File: config.mk
export PLATFORM = sky130hd
export DESIGN_NAME = fpu_mul_exp_pipe
export DESIGN_NICKNAME = d
export VERILOG_FILES = /design/src/rtl/fpu_mul_exp_pkg.sv /design/src/rtl/fpu_exp_pipe_reg.sv /design/src/rtl/fpu_mul_exp_pipe.sv
export SDC_FILE = /design/constraint.sdc
export NUM_CORES = 1
export LEC_CHECK = 0
export ABC_AREA = 1
export CORE_ASPECT_RATIO = 0.7
export CORE_MARGIN = 4
export CORE_UTILIZATION = 55
export CTS_CLUSTER_SIZE = 24
export DETAILED_ROUTE_END_ITERATION = 16
export PLACE_DENSITY = 0.86
export SLEW_MARGIN = 5
export SYNTH_ARGS = -nofsm -noshare
export SYNTH_HDL_FRONTEND = slang
export SYNTH_SLANG_ARGS = --single-unit
File: constraint.sdc
create_clock -name rclk -period 9.9 [get_ports rclk]
set_input_delay 0.99 -clock rclk [delete_from_list [all_inputs] [get_ports rclk]]
set_output_delay 0.99 -clock rclk [all_outputs]
set_load 0.05 [all_outputs]
File: src/rtl/fpu_mul_exp_pkg.sv
// Shared encodings and helper functions for the FPU multiply exponent datapath.
// Contents: format and force encodings, bias functions, all-ones helper.
package fpu_mul_exp_pkg;

  // Operand/result format select. 11 behaves exactly like 00.
  typedef enum logic [1:0] {
    FmtWide    = 2'b00,
    FmtNar     = 2'b01,
    FmtNarWide = 2'b10,
    FmtWideAlt = 2'b11
  } fmt_e;

  // Special-value override. Both 1x codes force a zero exponent.
  typedef enum logic [1:0] {
    ForceNone    = 2'b00,
    ForceOnes    = 2'b01,
    ForceZero    = 2'b10,
    ForceZeroAlt = 2'b11
  } force_e;

  function automatic int wide_bias(input int unsigned exp_w);
    return (1 << (exp_w - 1)) - 1;
  endfunction

  function automatic int nar_bias(input int unsigned nar_w);
    return (1 << (nar_w - 1)) - 1;
  endfunction

  // All-ones biased exponent (inf/NaN code) for a format of the given width.
  function automatic int all_ones(input int unsigned w);
    return (1 << w) - 1;
  endfunction

endpackage

File: src/rtl/fpu_exp_pipe_reg.sv
// One pipeline stage register with valid bit, step enable and async reset.
// Ports:
//   clk, rst      clock, asynchronous active-high reset
//   step          load enable; register holds when 0
//   d_vld, d      incoming valid bit and payload
//   q_vld, q      registered valid bit and payload
// Bubbles (d_vld=0) are loaded as an all-zero payload so their flags read 0.
module fpu_exp_pipe_reg #(
  parameter int unsigned Width = 1
) (
  input  logic             clk,
  input  logic             rst,
  input  logic             step,
  input  logic             d_vld,
  input  logic [Width-1:0] d,
  output logic             q_vld,
  output logic [Width-1:0] q
);

  always_ff @(posedge clk or posedge rst) begin
    if (rst) begin
      q_vld <= 1'b0;
      q     <= '0;
    end else if (step) begin
      q_vld <= d_vld;
      q     <= d_vld ? d : '0;
    end
  end

endmodule

File: src/rtl/fpu_mul_exp_pipe.sv
// Exponent datapath of the FPU multiply pipeline: operand capture, bias add,
// delay to match the mantissa multiplier, leading-zero adjust, normalise
// increment, rounding carry and overflow/underflow clamping.
// Ports:
//   rclk, rst            clock, asynchronous active-high reset
//   step                 advance all stages
//   in_vld, in_exp1/2    new op and its exponent fields (narrow packed at MSBs)
//   in_fmt, in_force     format select and special-value override
//   lz_cnt               leading zeros, applied to the op entering the LZ stage
//   inc_exp              normalise increment, applied entering the INC stage
//   frac_cout            rounding carry, applied entering the output register
//   to_max_fin           clamp overflow to max finite instead of infinity
//   lz_exp, lz_eq0, lz_lte0_n  exponent entering LZ stage and its compare flags
//   out_vld, out_exp, out_of, out_uf  result and flags
module fpu_mul_exp_pipe
  import fpu_mul_exp_pkg::*;
#(
  parameter int unsigned EXP_W      = 11,
  parameter int unsigned NAR_W      = 8,
  parameter int unsigned LZ_W       = 7,
  parameter int unsigned MID_STAGES = 2,
  localparam int unsigned INT_W     = EXP_W + 2
) (
  input  logic             rclk,
  input  logic             rst,
  input  logic             step,
  input  logic             in_vld,
  input  logic [EXP_W-1:0] in_exp1,
  input  logic [EXP_W-1:0] in_exp2,
  input  logic [1:0]       in_fmt,
  input  logic [1:0]       in_force,
  input  logic [LZ_W-1:0]  lz_cnt,
  input  logic             inc_exp,
  input  logic             frac_cout,
  input  logic             to_max_fin,
  output logic [INT_W-1:0] lz_exp,
  output logic             lz_eq0,
  output logic             lz_lte0_n,
  output logic             out_vld,
  output logic [EXP_W-1:0] out_exp,
  output logic             out_of,
  output logic             out_uf
);

  localparam logic [INT_W-1:0] WideBias = INT_W'(wide_bias(EXP_W));
  localparam logic [INT_W-1:0] NarBias  = INT_W'(nar_bias(NAR_W));
  localparam logic [INT_W-1:0] WideOnes = INT_W'(all_ones(EXP_W));
  localparam logic [INT_W-1:0] NarOnes  = INT_W'(all_ones(NAR_W));

  typedef struct packed {
    logic [EXP_W-1:0] e1;
    logic [EXP_W-1:0] e2;
    fmt_e             fmt;
    force_e           frc;
  } cap_t;

  // forced: exponent already final, later stages pass it through untouched.
  typedef struct packed {
    logic [INT_W-1:0] exp;
    logic             nar_out;
    logic             forced;
    logic             uf;
  } stg_t;

  typedef struct packed {
    logic [EXP_W-1:0] exp;
    logic             of;
    logic             uf;
  } res_t;

  // S1: capture
  cap_t cap_d, cap_q;
  logic cap_vld;

  always_comb begin
    cap_d     = '0;
    cap_d.e1  = in_exp1;
    cap_d.e2  = in_exp2;
    cap_d.fmt = fmt_e'(in_fmt);
    cap_d.frc = force_e'(in_force);
  end

  fpu_exp_pipe_reg #(.Width($bits(cap_t))) u_s1 (
    .clk   (rclk),
    .rst   (rst),
    .step  (step),
    .d_vld (in_vld),
    .d     (cap_d),
    .q_vld (cap_vld),
    .q     (cap_q)
  );

  // S2: bias add. The trailing +1 accounts for the product's two integer bits.
  stg_t             bias_d;
  logic             nar_in, nar_out;
  logic [INT_W-1:0] opa, opb, bias_in, bias_out, ones_s2;

  always_comb begin
    nar_in   = (cap_q.fmt == FmtNar) || (cap_q.fmt == FmtNarWide);
    nar_out  = (cap_q.fmt == FmtNar);
    opa      = nar_in ? INT_W'(cap_q.e1 >> (EXP_W - NAR_W)) : INT_W'(cap_q.e1);
    opb      = nar_in ? INT_W'(cap_q.e2 >> (EXP_W - NAR_W)) : INT_W'(cap_q.e2);
    bias_in  = nar_in ? NarBias : WideBias;
    bias_out = nar_out ? NarBias : WideBias;
    ones_s2  = nar_out ? NarOnes : WideOnes;
    bias_d         = '0;
    bias_d.nar_out = nar_out;
    case (cap_q.frc)
      ForceOnes: begin
        bias_d.exp    = ones_s2;
        bias_d.forced = 1'b1;
      end
      ForceZero, ForceZeroAlt: begin
        bias_d.exp    = '0;
        bias_d.forced = 1'b1;
      end
      default: bias_d.exp = opa + opb - bias_in - bias_in + bias_out + INT_W'(1);
    endcase
  end

  // S2 register followed by the delay chain; dly_q[MID_STAGES] feeds LZ.
  stg_t dly_q   [MID_STAGES+1];
  logic dly_vld [MID_STAGES+1];

  fpu_exp_pipe_reg #(.Width($bits(stg_t))) u_s2 (
    .clk   (rclk),
    .rst   (rst),
    .step  (step),
    .d_vld (cap_vld),
    .d     (bias_d),
    .q_vld (dly_vld[0]),
    .q     (dly_q[0])
  );

  for (genvar i = 0; i < MID_STAGES; i++) begin : g_dly
    fpu_exp_pipe_reg #(.Width($bits(stg_t))) u_dly (
      .clk   (rclk),
      .rst   (rst),
      .step  (step),
      .d_vld (dly_vld[i]),
      .d     (dly_q[i]),
      .q_vld (dly_vld[i+1]),
      .q     (dly_q[i+1])
    );
  end

  // LZ stage: subtract leading zeros, clamp non-positive results to 0.
  stg_t             pre_lz, lz_d, lz_q;
  logic             lz_vld;
  logic [INT_W-1:0] lz_t;

  always_comb begin
    pre_lz    = dly_q[MID_STAGES];
    lz_t      = pre_lz.exp - INT_W'(lz_cnt);
    lz_exp    = pre_lz.exp;
    lz_eq0    = (lz_t == '0);
    lz_lte0_n = !lz_t[INT_W-1] && (lz_t != '0);
    lz_d      = pre_lz;
    if (!pre_lz.forced) begin
      if (lz_lte0_n) begin
        lz_d.exp = lz_t;
      end else begin
        lz_d.exp = '0;
        lz_d.uf  = 1'b1;
      end
    end
  end

  fpu_exp_pipe_reg #(.Width($bits(stg_t))) u_lz (
    .clk   (rclk),
    .rst   (rst),
    .step  (step),
    .d_vld (dly_vld[MID_STAGES]),
    .d     (lz_d),
    .q_vld (lz_vld),
    .q     (lz_q)
  );

  // INC stage
  stg_t inc_d, inc_q;
  logic inc_vld;

  always_comb begin
    inc_d = lz_q;
    if (!lz_q.forced) begin
      inc_d.exp = lz_q.exp + INT_W'(inc_exp);
    end
  end

  fpu_exp_pipe_reg #(.Width($bits(stg_t))) u_inc (
    .clk   (rclk),
    .rst   (rst),
    .step  (step),
    .d_vld (lz_vld),
    .d     (inc_d),
    .q_vld (inc_vld),
    .q     (inc_q)
  );

  // RND stage: rounding carry and overflow clamp. A clamped denormal that
  // rounds up into a nonzero exponent is no longer an underflow.
  res_t             res_d, res_q;
  logic [INT_W-1:0] rnd_sum, rnd_ones, rnd_lim;

  always_comb begin
    rnd_sum  = inc_q.exp + INT_W'(frac_cout);
    rnd_ones = inc_q.nar_out ? NarOnes : WideOnes;
    rnd_lim  = to_max_fin ? (rnd_ones - INT_W'(1)) : rnd_ones;
    res_d    = '0;
    if (inc_q.forced) begin
      res_d.exp = EXP_W'(inc_q.exp);
    end else if (rnd_sum >= rnd_ones) begin
      res_d.exp = EXP_W'(rnd_lim);
      res_d.of  = 1'b1;
    end else begin
      res_d.exp = EXP_W'(rnd_sum);
      res_d.uf  = inc_q.uf && (rnd_sum == '0);
    end
  end

  fpu_exp_pipe_reg #(.Width($bits(res_t))) u_rnd (
    .clk   (rclk),
    .rst   (rst),
    .step  (step),
    .d_vld (inc_vld),
    .d     (res_d),
    .q_vld (out_vld),
    .q     (res_q)
  );

  assign out_exp = res_q.exp;
  assign out_of  = res_q.of;
  assign out_uf  = res_q.uf;

endmodule
==> results of run 1 <==
-- stage by stage --
step / power [uW] / setup WS, ns / cells / utilization (%)
2_1_floorplan: 807.1 / 5.639 / 893 / -
3_3_place_gp: 882.3 / 5.095 / 1083 / 62.08
3_5_place_dp: 894.2 / 4.998 / 1083 / 62.08
4_1_cts: 1521 / 4.962 / 1114 / 66.78
5_1_grt: 1594 / 4.806 / 1114 / 66.78
6_report: 1521 / 4.919 / 1114 / 66.78
-- registers in the layout (all words and copies together) (netlist names) --
name               cells
g_dly.u_dly.q         30
u_s2.q                15
u_s1.q_vld             1
u_lz.q_vld             1
g_dly.u_dly.q_vld      2
u_inc.q_vld            1
u_rnd.q               13
u_s2.q_vld             1
u_inc.q               16
u_rnd.q_vld            1
u_s1.q                26
u_lz.q                16
-- cell families after synthesis --
| kind of cell | share of synthesized area (%) |
|---|---|
| xor gates and xnor gates | 1.958 |
| adders and majority gates | 9.194 |
| DFF | 43.00 |
| AOI/OAI and AO/OA | 14.14 |
| buffers and inverters | 10.77 |
| and+or+nand+nor | 20.94 |
-- worst max-delay path: cells and delay by family --
kind / cells / cell delay, ns
AND/OR/NAND/NOR: 11 / 1.10
adder cells (fa/ha/maj): 2 / 0.63
buffers and inverters: 3 / 1.26
-- area by class of cell --
| cell class | count | area (sq um) | area share (%) |
|---|---|---|---|
| Clock buffer | 19 | 442.9 | 5.267 |
| Sequential cell | 123 | 3078 | 36.60 |
| Inverter | 140 | 529.3 | 6.294 |
| Tap cell | 162 | 202.7 | 2.410 |
| Multi-Input combinational cell | 587 | 3309 | 39.35 |
| Clock inverter | 12 | 148.9 | 1.771 |
| Timing Repair Buffer | 71 | 698.2 | 8.302 |
-- worst max-delay path by stage --
stage	startpoint	endpoint	slack, ns
floorplan	rst	g_dly[0].u_dly.q[10]$_DFFE_PP0P_	5.64
global placement	lz_cnt[0]	lz_eq0	5.10
detailed placement	lz_cnt[0]	lz_lte0_n	5.00
CTS	lz_cnt[0]	lz_lte0_n	4.96
global route	lz_cnt[0]	lz_lte0_n	4.81
finish	lz_cnt[0]	lz_lte0_n	4.92
-- per-layer routing --
metal  up-vias  global-route usage, %  part of all wire (%)  wire (um)
li1       3011                      -                     -          -
met1      2962                  36.09                    47       8335
met2       264                  36.57                    43       7563
met3        35                  5.607                   7.8       1379
met4         0                  8.530                   1.7        305
met5         -                      0                     0          0
-- power groups by stage --
stage          clock [uW]  sequential, uW  combinational, uW
2_1_floorplan           0             567                240
3_3_place_gp            0             566                316
3_5_place_dp            0             567                327
4_1_cts               629             560                332
5_1_grt               654             564                375
6_report              628             560                334
-- cells in the final DEF, fill, tap and decap left out, types with 5 or more instances in the layout --
cell type,synthesis,layout
nand2_1,207,207
inv_1,137,136
dfrtp_1,123,123
o21ai_0,77,77
clkdlybuf4s50_1,0,67
nand3_1,57,57
ha_1,43,43
o22ai_1,39,39
nor2_1,38,38
a21oi_1,32,32
clkbuf_16,0,17
nand4_1,12,12
xor2_1,12,12
a22oi_1,10,10
nor3_1,6,6
o21ai_1,6,6
fa_1,6,6
clkinv_2,1,5
==> reports/metrics.yaml, run 1 <==
outcome: "finished, final reports clean"
endpoint_kind: "output port"
ys_warn_count: 0
min_to: "u_inc.q_vld$_DFFE_PP0P_"
cp_max_fo: 3
setup_tns_ns: 0
core_area_sq_mm: 0.01259
hold_depth: 2
rows: 34
cp-start-kind: "input pin"
yosysTopAreaCellShare_pct: 43.00
cts_root_buf: "clkbuf_16"
worstReg2RegStart: "u_s1.q[2]$_DFFE_PP0P_"
synth-seq-cells: 123
ys_async_sr_fraction_pct: 100.0
hold_start: "u_inc.q_vld$_DFFE_PP0P_"
power.internal_uw: 1062
fin_hold_ws_ns: 0.4716
grt_usage_pct: 24.71
grt_start_max_net_pins: 111
cp_data_arrival_time_ns: 3.99
crit_required_ns: 8.91
fmaxAchievable_ghz: 0.2008
syn_to_final_growth_pct: 17.48
drt_wl_total_um: 17580
htree_levels: 4
synth-edff-count: 0
gp_congestion: 0.9193
power.density_mw_per_mm2: 180.9
r2r_slack_ns: 5.75
syn_area_per_cell_sq_um: 8.016
rsz0062_at_grt: "false"
netlist_area_sq_mm: 0.007158
p_seq_share_pct: 36.8
timing.final.crit_share_pct: 50.31
slowest_stage: "clkdlybuf4s50_1"
ant_nets: 0
switchingPower_uw: 460.0
clk_pin_slew_worst_paths_ns: 0.06
clk_latency_ns: 0.42
synthFlopType: "dfrtp_1"
ys_seq_area_share_pct: 43.00
first_pass_iters: 6
wl_per_cell_um: 15.78
maxSlewViolCount: 0
ys_top_cells_by_count: "nand2_1 (207), inv_1 (137), dfrtp_1 (123)"
max_slew_margin_pct: 30.61
synth.largest_area_cell: "dfrtp_1"
final_area_sq_mm: 0.008409
io_buffers: 68
die_h_um: 103.5
clockBufferDepth: 2
hold_class: "flip-flop to flip-flop"
boundaryPins: 69
hpwl_um: 12150
clkSinkCount: 123
first_global_vias: 6007
route.vias.total: 6272
final_layout_size_suffix_gt1_share_pct: 5.567
critPathMaxStageDelay_ns: 0.80
placed_cell_area_sq_mm: 0.007818
dieArea_sq_mm: 0.01493
setup_viol: 0
reg2regPathDepth: 12
num-nets-final: 1029
start_util_pct: 56.85
max_cap_violations: 0
finalCriticalPeriod_ns: 4.981
die_w_um: 144.4
p_leak_uw: 0.004176
grt_pass1_wl_um: 29060
cts_resized: 0
rr_endpoint: "u_s2.q[15]$_DFFE_PP0P_"
cts_tree: "yes"
synthTopCellsByArea: "dfrtp_1 (43%), nand2_1 (11%), ha_1 (7.5%)"
postCtsSetupBuffers: 0
antenna_found_initial: 0
overflow: 0
path_cells: "clkdlybuf4s50_1, ha_1, fa_1, nand3b_1, nand2_1, nand2_1, nand2_1, nand2_1, nand2_1, nand2_1, nand2_1, nor2_1, nand3_1, nand2_1, inv_1, clkdlybuf4s50_1"
critPathMostFrequentCell: "nand2_1"
combPwrFrac_pct: 21.9
cts_made_buffers: 17
diodes: 0
clock_power_share_pct: 41.3
synthDistinctLibCells: 47
ir_drop_mv: 0.1484
synth_most_common_cell: "nand2_1"
switching_share_pct: 30.23
syn_inst: 893
criticalPathCategory: "input pin to output port"
via_per_inst: 5.630
syn_nets: 982
cts_hold_buf: 0
hold_violations: 0
worstMarginPinSlew_ns: 1.041
drc: 0
fillers: 968
drt_iter0_markers: 597
skew_ns: 0.005554
(Power assumes the default switching activity.)
==> run 2, diff against run 1 <==
--- a/config.mk
+++ b/config.mk
@@ -8,10 +8,10 @@
 export ABC_AREA = 1
 export CORE_ASPECT_RATIO = 0.7
 export CORE_MARGIN = 4
-export CORE_UTILIZATION = 55
+export CORE_UTILIZATION = 52
 export CTS_CLUSTER_SIZE = 24
 export DETAILED_ROUTE_END_ITERATION = 16
-export PLACE_DENSITY = 0.86
+export PLACE_DENSITY = 0.85
 export SLEW_MARGIN = 5
 export SYNTH_ARGS = -nofsm -noshare
 export SYNTH_HDL_FRONTEND = slang
==> constraint.sdc (replaced) <==
create_clock -name rclk -period 4.55 [get_ports rclk]
set_input_delay 0.455 -clock rclk [delete_from_list [all_inputs] [get_ports rclk]]
set_output_delay 0.455 -clock rclk [all_outputs]
set_load 0.05 [all_outputs]
==> reports/metrics.yaml, run 2 (synthesis results as in run 1) <==
first_pass_iters: 6  # unchanged
hold_class: "flip-flop to flip-flop"
cp_data_arrival_time_ns: 4.45  # +0.46 ns
r2r_slack_ns: 0.37  # -5.38 ns
outcome: "finished, final reports clean"
die_w_um: 148.2  # +2.7%
hold_depth: 2  # unchanged
drt-met1-wl_um: 8584  # +3.0%
fin_cells: 1140  # +2.3%
diodes: 0  # unchanged
num-nets-final: 1031  # +0.19%
cts_made_buffers: 17  # unchanged
final_common_cell: "nand2_1"
final_layout_size_suffix_gt1_share_pct: 5.340  # -0.23 points
skew_ns: 0.01072  # +0.005163 ns
power.density_mw_per_mm2: 395.6  # +120%
final_cell_mix: "nand2_1 (207), inv_1 (136), dfrtp_1 (123)"
setup_tns_ns: 0  # unchanged
max_slew_margin_pct: 35.18  # +4.6 points
grt_pass1_wl_um: 28720  # -1.2%
hold_start: "u_rnd.q_vld$_DFFE_PP0P_"
clockBufferDepth: 2  # unchanged
dr_wl_met3_um: 1168  # -15%
rows: 35  # +2.9%
clk_latency_ns: 0.42  # about the same
drc: 0  # unchanged
worstReg2RegStart: "u_s1.q[2]$_DFFE_PP0P_"
postCtsSetupBuffers: 0  # unchanged
cts_hold_buf: 0  # unchanged
grt_usage_pct: 22.75  # -2.0 points
path_cells: "ha_1, nand2_1, o21ai_0, fa_1, fa_1, ha_1, nand2_1, nand2_1, a31oi_1, nand3_1, or2_2, nand3_1, o21ai_0"
switching_share_pct: 29.48  # -0.75 points
dieArea_sq_mm: 0.01574  # +5.4%
start_util_pct: 53.77  # -3.1 points
switchingPower_uw: 985.8  # +110%
clkSinkCount: 123  # unchanged
critPathMostFrequentCell: "nand2_1"
syn_to_final_growth_pct: 18.11
cp_num_buf_inv: 0  # -3
fmaxAchievable_ghz: 0.2393
cts_tree: "yes"
hold_violations: 0  # unchanged
critPathMaxStageDelay_ns: 0.93  # +0.13 ns
finalCriticalPeriod_ns: 4.180
via_per_inst: 5.359  # -4.8%
htree_levels: 4  # unchanged
core_area_sq_mm: 0.01331  # +5.7%
combPwrFrac_pct: 22.4  # +0.5 points
reg2regPathDepth: 13  # +1
setup_viol: 0  # unchanged
io_buffers: 68  # unchanged
clock_power_share_pct: 41.1  # -0.2 points
die_h_um: 106.2  # +2.6%
crit_required_ns: 4.82  # -4.09 ns
clk_pin_slew_worst_paths_ns: 0.05  # about the same
ir_drop_mv: 0.3537  # +140%
hpwl_um: 12700  # +4.5%
p_seq_share_pct: 36.5  # -0.3 points
boundaryPins: 69  # unchanged
route.met2.wl_um: 7290  # -3.6%
slowest_stage: "ha_1"
timing.final.crit_share_pct: 91.86
total_power_uw: 3344  # +120%
min_to: "u_rnd.q_vld$_DFFE_PP0P_"
rsz0062_at_grt: "false"
worstMarginPinSlew_ns: 0.9692  # -0.07165 ns
route.vias.total: 6109  # -2.6%
overflow: 0  # unchanged
grt_start_max_net_pins: 62  # -44%
drt_wl_total_um: 17250  # -1.9%
antenna_found_initial: 0  # unchanged
gp_congestion: 0.9308  # +1.3%
power.internal_uw: 2358  # +120%
critical-path-top-delay-family: "adder cells"
criticalPathCategory: "flip-flop to flip-flop"
endpoint_kind: "flip-flop"
maxSlewViolCount: 0  # unchanged
ant_nets: 0  # unchanged
cp-start-kind: "flip-flop"
final_area_sq_mm: 0.008454  # +0.54%
p_leak_uw: 0.004197  # +0.52%
cp_max_fo: 38  # +35
cts_root_buf: "clkbuf_16"
drt_iter0_markers: 478  # -20%
cts_resized: 0  # unchanged
max_cap_violations: 0  # unchanged
rr_endpoint: "u_s2.q[14]$_DFFE_PP0P_"
first_global_vias: 5781  # -3.8%
placed_cell_area_sq_mm: 0.007861  # +0.56%
placed_cells: 1108  # +2.3%
top_register: "g_dly.u_dly.q"
largestRegisters: "g_dly.u_dly.q x30, u_s1.q x26"
final_core_util_pct: 63.51  # -3.3 points
wl_per_cell_um: 15.13  # -4.1%
largest_reg_flops: 30  # unchanged
dr.max_layer_used: "met4"
## run 2: worst register-to-register path, cell delays in order, from the launching register on
cell and delay [ns]:
dfrtp_1 0.38, ha_1 0.93, nand2_1 0.21, o21ai_0 0.17, fa_1 0.51, fa_1 0.48, ha_1 0.38, nand2_1 0.09
nand2_1 0.08, a31oi_1 0.19, nand3_1 0.16, or2_2 0.31, nand3_1 0.06, o21ai_0 0.08
## run 2: area by class of cell
cell class	instances	area (sq um)
Clock buffer	23	447.9
Fill cell	1148	4858
Inverter	140	529.3
Multi-Input combinational cell	587	3309
Sequential cell	123	3078
Timing Repair Buffer	73	713.2
Tap cell	185	231.5
Clock inverter	9	145.1
## run 2: how the worst max path moves through the flow
stage	start	endpoint	slack [ns]	cells past startpoint
3_5_place_dp	u_s1.q[2]$_DFFE_PP0P_	u_s2.q[13]$_DFFE_PP0P_	0.46	14
5_1_grt	u_s1.q[2]$_DFFE_PP0P_	u_s2.q[13]$_DFFE_PP0P_	0.02	14
4_1_cts	u_s1.q[2]$_DFFE_PP0P_	u_s2.q[14]$_DFFE_PP0P_	0.43	12
2_1_floorplan	rst	g_dly[0].u_dly.q[10]$_DFFE_PP0P_	0.82	1
6_report	u_s1.q[2]$_DFFE_PP0P_	u_s2.q[14]$_DFFE_PP0P_	0.37	13
3_3_place_gp	u_s1.q[2]$_DFFE_PP0P_	u_s2.q[13]$_DFFE_PP0P_	0.70	14
## run 2: per-stage QoR
stage,setup WS [ns],hold WS [ns]
3_3_place_gp,0.6982,0.4536
6_report,0.3704,0.4680
4_1_cts,0.4292,0.4717
2_1_floorplan,0.8241,0.4422
3_5_place_dp,0.4574,0.4592
5_1_grt,0.02302,0.4881
## run 2: power by group through the flow
stage                     Combinational [uW]  Clock (uW)  Sequential (uW)
final                                    750        1380             1220
after global routing                     842        1440             1230
after CTS                                741        1390             1220
after detailed placement                 727           0             1240
after global placement                   699           0             1230
after floorplan                          522           0             1230
## run 2: layer usage
metal,vias up,track usage (%)
met5,-,0
li1,3018,-
met4,0,5.339
met3,21,5.113
met2,212,32.53
met1,2858,35.11
==> run 3, diff against run 2 <==
--- a/config.mk
+++ b/config.mk
@@ -6,12 +6,15 @@
 export NUM_CORES = 1
 export LEC_CHECK = 0
 export ABC_AREA = 1
+export ABC_CLOCK_PERIOD_IN_PS = 4550
 export CORE_ASPECT_RATIO = 0.7
 export CORE_MARGIN = 4
 export CORE_UTILIZATION = 52
 export CTS_CLUSTER_SIZE = 24
 export DETAILED_ROUTE_END_ITERATION = 16
+export GPL_TIMING_DRIVEN = 0
 export PLACE_DENSITY = 0.85
+export RECOVER_POWER = 25
 export SLEW_MARGIN = 5
 export SYNTH_ARGS = -nofsm -noshare
 export SYNTH_HDL_FRONTEND = slang
==> reports/metrics.yaml, run 3 (synthesis results as in run 1) <==
outcome: "complete, but fails checks"
violations: "capacitance limit, slew limit"
boundaryPins: 69  # unchanged
core_area_sq_mm: 0.01331  # unchanged
cp_data_arrival_time_ns: 4.45  # about the same
syn_to_final_growth_pct: 21.25
io_buffers: 66  # -2.9%
timing.final.crit_share_pct: 91.75  # -0.11 points
final_cell_mix: "nand2_1 (207), inv_1 (136), dfrtp_1 (123)"
cts_tree: "yes"
max_cap_violations: 2  # +2
hpwl_um: 13900  # +9.5%
max_slew_margin_pct: -30.22  # -65 points
finalCriticalPeriod_ns: 4.175  # -0.004908 ns
regArea_sq_mm: 0.003078  # unchanged
placed_cells: 1145  # +3.3%
first_global_vias: 6371  # +10%
skew_ns: 0.008470  # -0.002247 ns
hold_class: "flip-flop to flip-flop"
maxSlewViolCount: 126  # +126
clk_pin_slew_worst_paths_ns: 0.06  # about the same
hold_depth: 2  # unchanged
rows: 35  # unchanged
cts_hold_buf: 0  # unchanged
cp_max_fo: 10  # -74%
worstMarginPinSlew_ns: 1.943  # +0.9734 ns
grt_usage_pct: 25.24  # +2.5 points
cts_resized: 0  # unchanged
final_common_cell: "nand2_1"
final_core_util_pct: 65.20  # +1.7 points
drt_wl_total_um: 19220  # +11%
crit_start: "u_s1.q[2]$_DFFE_PP0P_"
multi_input_area_sq_mm: 0.003309  # unchanged
endpoint_kind: "flip-flop"
power.density_mw_per_mm2: 393.1  # -0.62%
ant_nets: 0  # unchanged
total_power_uw: 3412  # +2.0%
cp-start-kind: "flip-flop"
setup_viol: 0  # unchanged
fillers: 1072  # -6.6%
clockBufferDepth: 2  # unchanged
r2r_slack_ns: 0.38  # about the same
crit_required_ns: 4.82  # about the same
drt_iter0_markers: 646  # +35%
fmaxAchievable_ghz: 0.2395  # +0.12%
fin_cells: 1177  # +3.2%
final_layout_size_suffix_gt1_share_pct: 6.754  # +1.4 points
die_w_um: 148.2  # unchanged
gp_congestion: 0.9153  # -1.7%
clk_latency_ns: 0.42  # about the same
dieArea_sq_mm: 0.01574  # unchanged
criticalPathCategory: "flip-flop to flip-flop"
p_leak_uw: 0.004304  # +2.5%
drc: 0  # unchanged
largestRegisters: "g_dly.u_dly.q x30, u_s1.q x26"
grt_pass1_wl_um: 31940  # +11%
antenna_found_initial: 0  # unchanged
cts_root_buf: "clkbuf_16"
num-nets-final: 1068  # +3.6%
htree_levels: 4  # unchanged
setup_tns_ns: 0  # unchanged
reg2regPathDepth: 17  # +4
fin_hold_ws_ns: 0.4722  # +0.004264 ns
cts_made_buffers: 17  # unchanged
hold_start: "u_lz.q_vld$_DFFE_PP0P_"
clkSinkCount: 123  # unchanged
overflow: 0  # unchanged
postCtsSetupBuffers: 0  # unchanged
ir_drop_mv: 0.2798  # -21%
die_h_um: 106.2  # unchanged
worstReg2RegStart: "u_s1.q[2]$_DFFE_PP0P_"
first_pass_iters: 7  # +1
hold_violations: 0  # unchanged
rr_endpoint: "u_s2.q[13]$_DFFE_PP0P_"
route.vias.total: 6486  # +6.2%
largest_reg_flops: 30  # unchanged
top_register: "g_dly.u_dly.q"
wl_per_cell_um: 16.33  # +7.9%
diodes: 0  # unchanged
via_per_inst: 5.511  # +2.8%
min_to: "u_lz.q_vld$_DFFE_PP0P_"
grt_start_max_net_pins: 80  # +29%
start_util_pct: 53.77  # unchanged
rsz0062_at_grt: "false"
run 3: cell types whose count changed in the layout (fill, tap and decap cells not counted), moves of 2 or more:
cell,before,now
buf_1,0,4
buf_4,5,13
clkbuf_1,6,22
clkbuf_2,0,2
clkdlybuf4s50_1,67,65
clkinv_2,6,4
clkinv_4,0,3
clkinvlp_4,0,2
dlygate4sd3_1,0,2
inv_6,0,2
run 3: layer usage:
metal | vias up | global-route usage, % | share of wire [%]
met5 | - | 0 | 0
met1 | 3035 | 37.80 | 47
met3 | 32 | 5.709 | 8.3
met4 | 0 | 7.910 | 1.7
li1 | 3096 | - | -
met2 | 323 | 36.37 | 43
run 3: area by class of cell:
type	count	share of cell area, %
multi-input cells	587	38.13
flip-flops and latches	123	35.46
repair buffers	67	7.669
inverters	140	6.083
clock buffers	18	4.945
plain buffers	43	2.811
well taps	185	2.667
clock inverters	14	2.234
run 3: worst max-delay path: stages (launching register included):
cell      delay [ns]
dfrtp_1         0.40
ha_1            0.32
clkbuf_1        0.20
clkbuf_2        0.24
nand2_1         0.13
o21ai_0         0.14
fa_1            0.60
inv_1           0.06
ha_1            0.29
ha_1            0.37
nand2_1         0.10
nor3_1          0.32
a21oi_1         0.19
o21ai_0         0.25
xor2_1          0.19
nand2_1         0.07
nand2_1         0.07
o21ai_0         0.09
run 3: worst max path at each step:
stage,to,depth (start not counted)
3_3_place_gp,g_dly[0].u_dly.q[3]$_DFFE_PP0P_,2
6_report,u_s2.q[13]$_DFFE_PP0P_,17
2_1_floorplan,g_dly[0].u_dly.q[10]$_DFFE_PP0P_,1
4_1_cts,u_s2.q[13]$_DFFE_PP0P_,17
3_5_place_dp,u_s2.q[13]$_DFFE_PP0P_,17
5_1_grt,u_s2.q[13]$_DFFE_PP0P_,18
run 3: report_power, final:
| group | total (uW) | switching [uW] | internal (uW) |
|---|---|---|---|
| clock | 1430 | 511 | 918 |
| sequential | 1220 | 44.9 | 1170 |
| combinational | 763 | 484 | 279 |
| total | 3410 | 1040 | 2370 |
run 3: metrics by stage:
step	worst slack [ns]	instance area, sq um
floorplan	0.8241	7158
global placement	-0.8288	8050
detailed placement	0.5297	8083
CTS	0.3147	8706
global route	0.1527	8680
finish	0.3753	8680
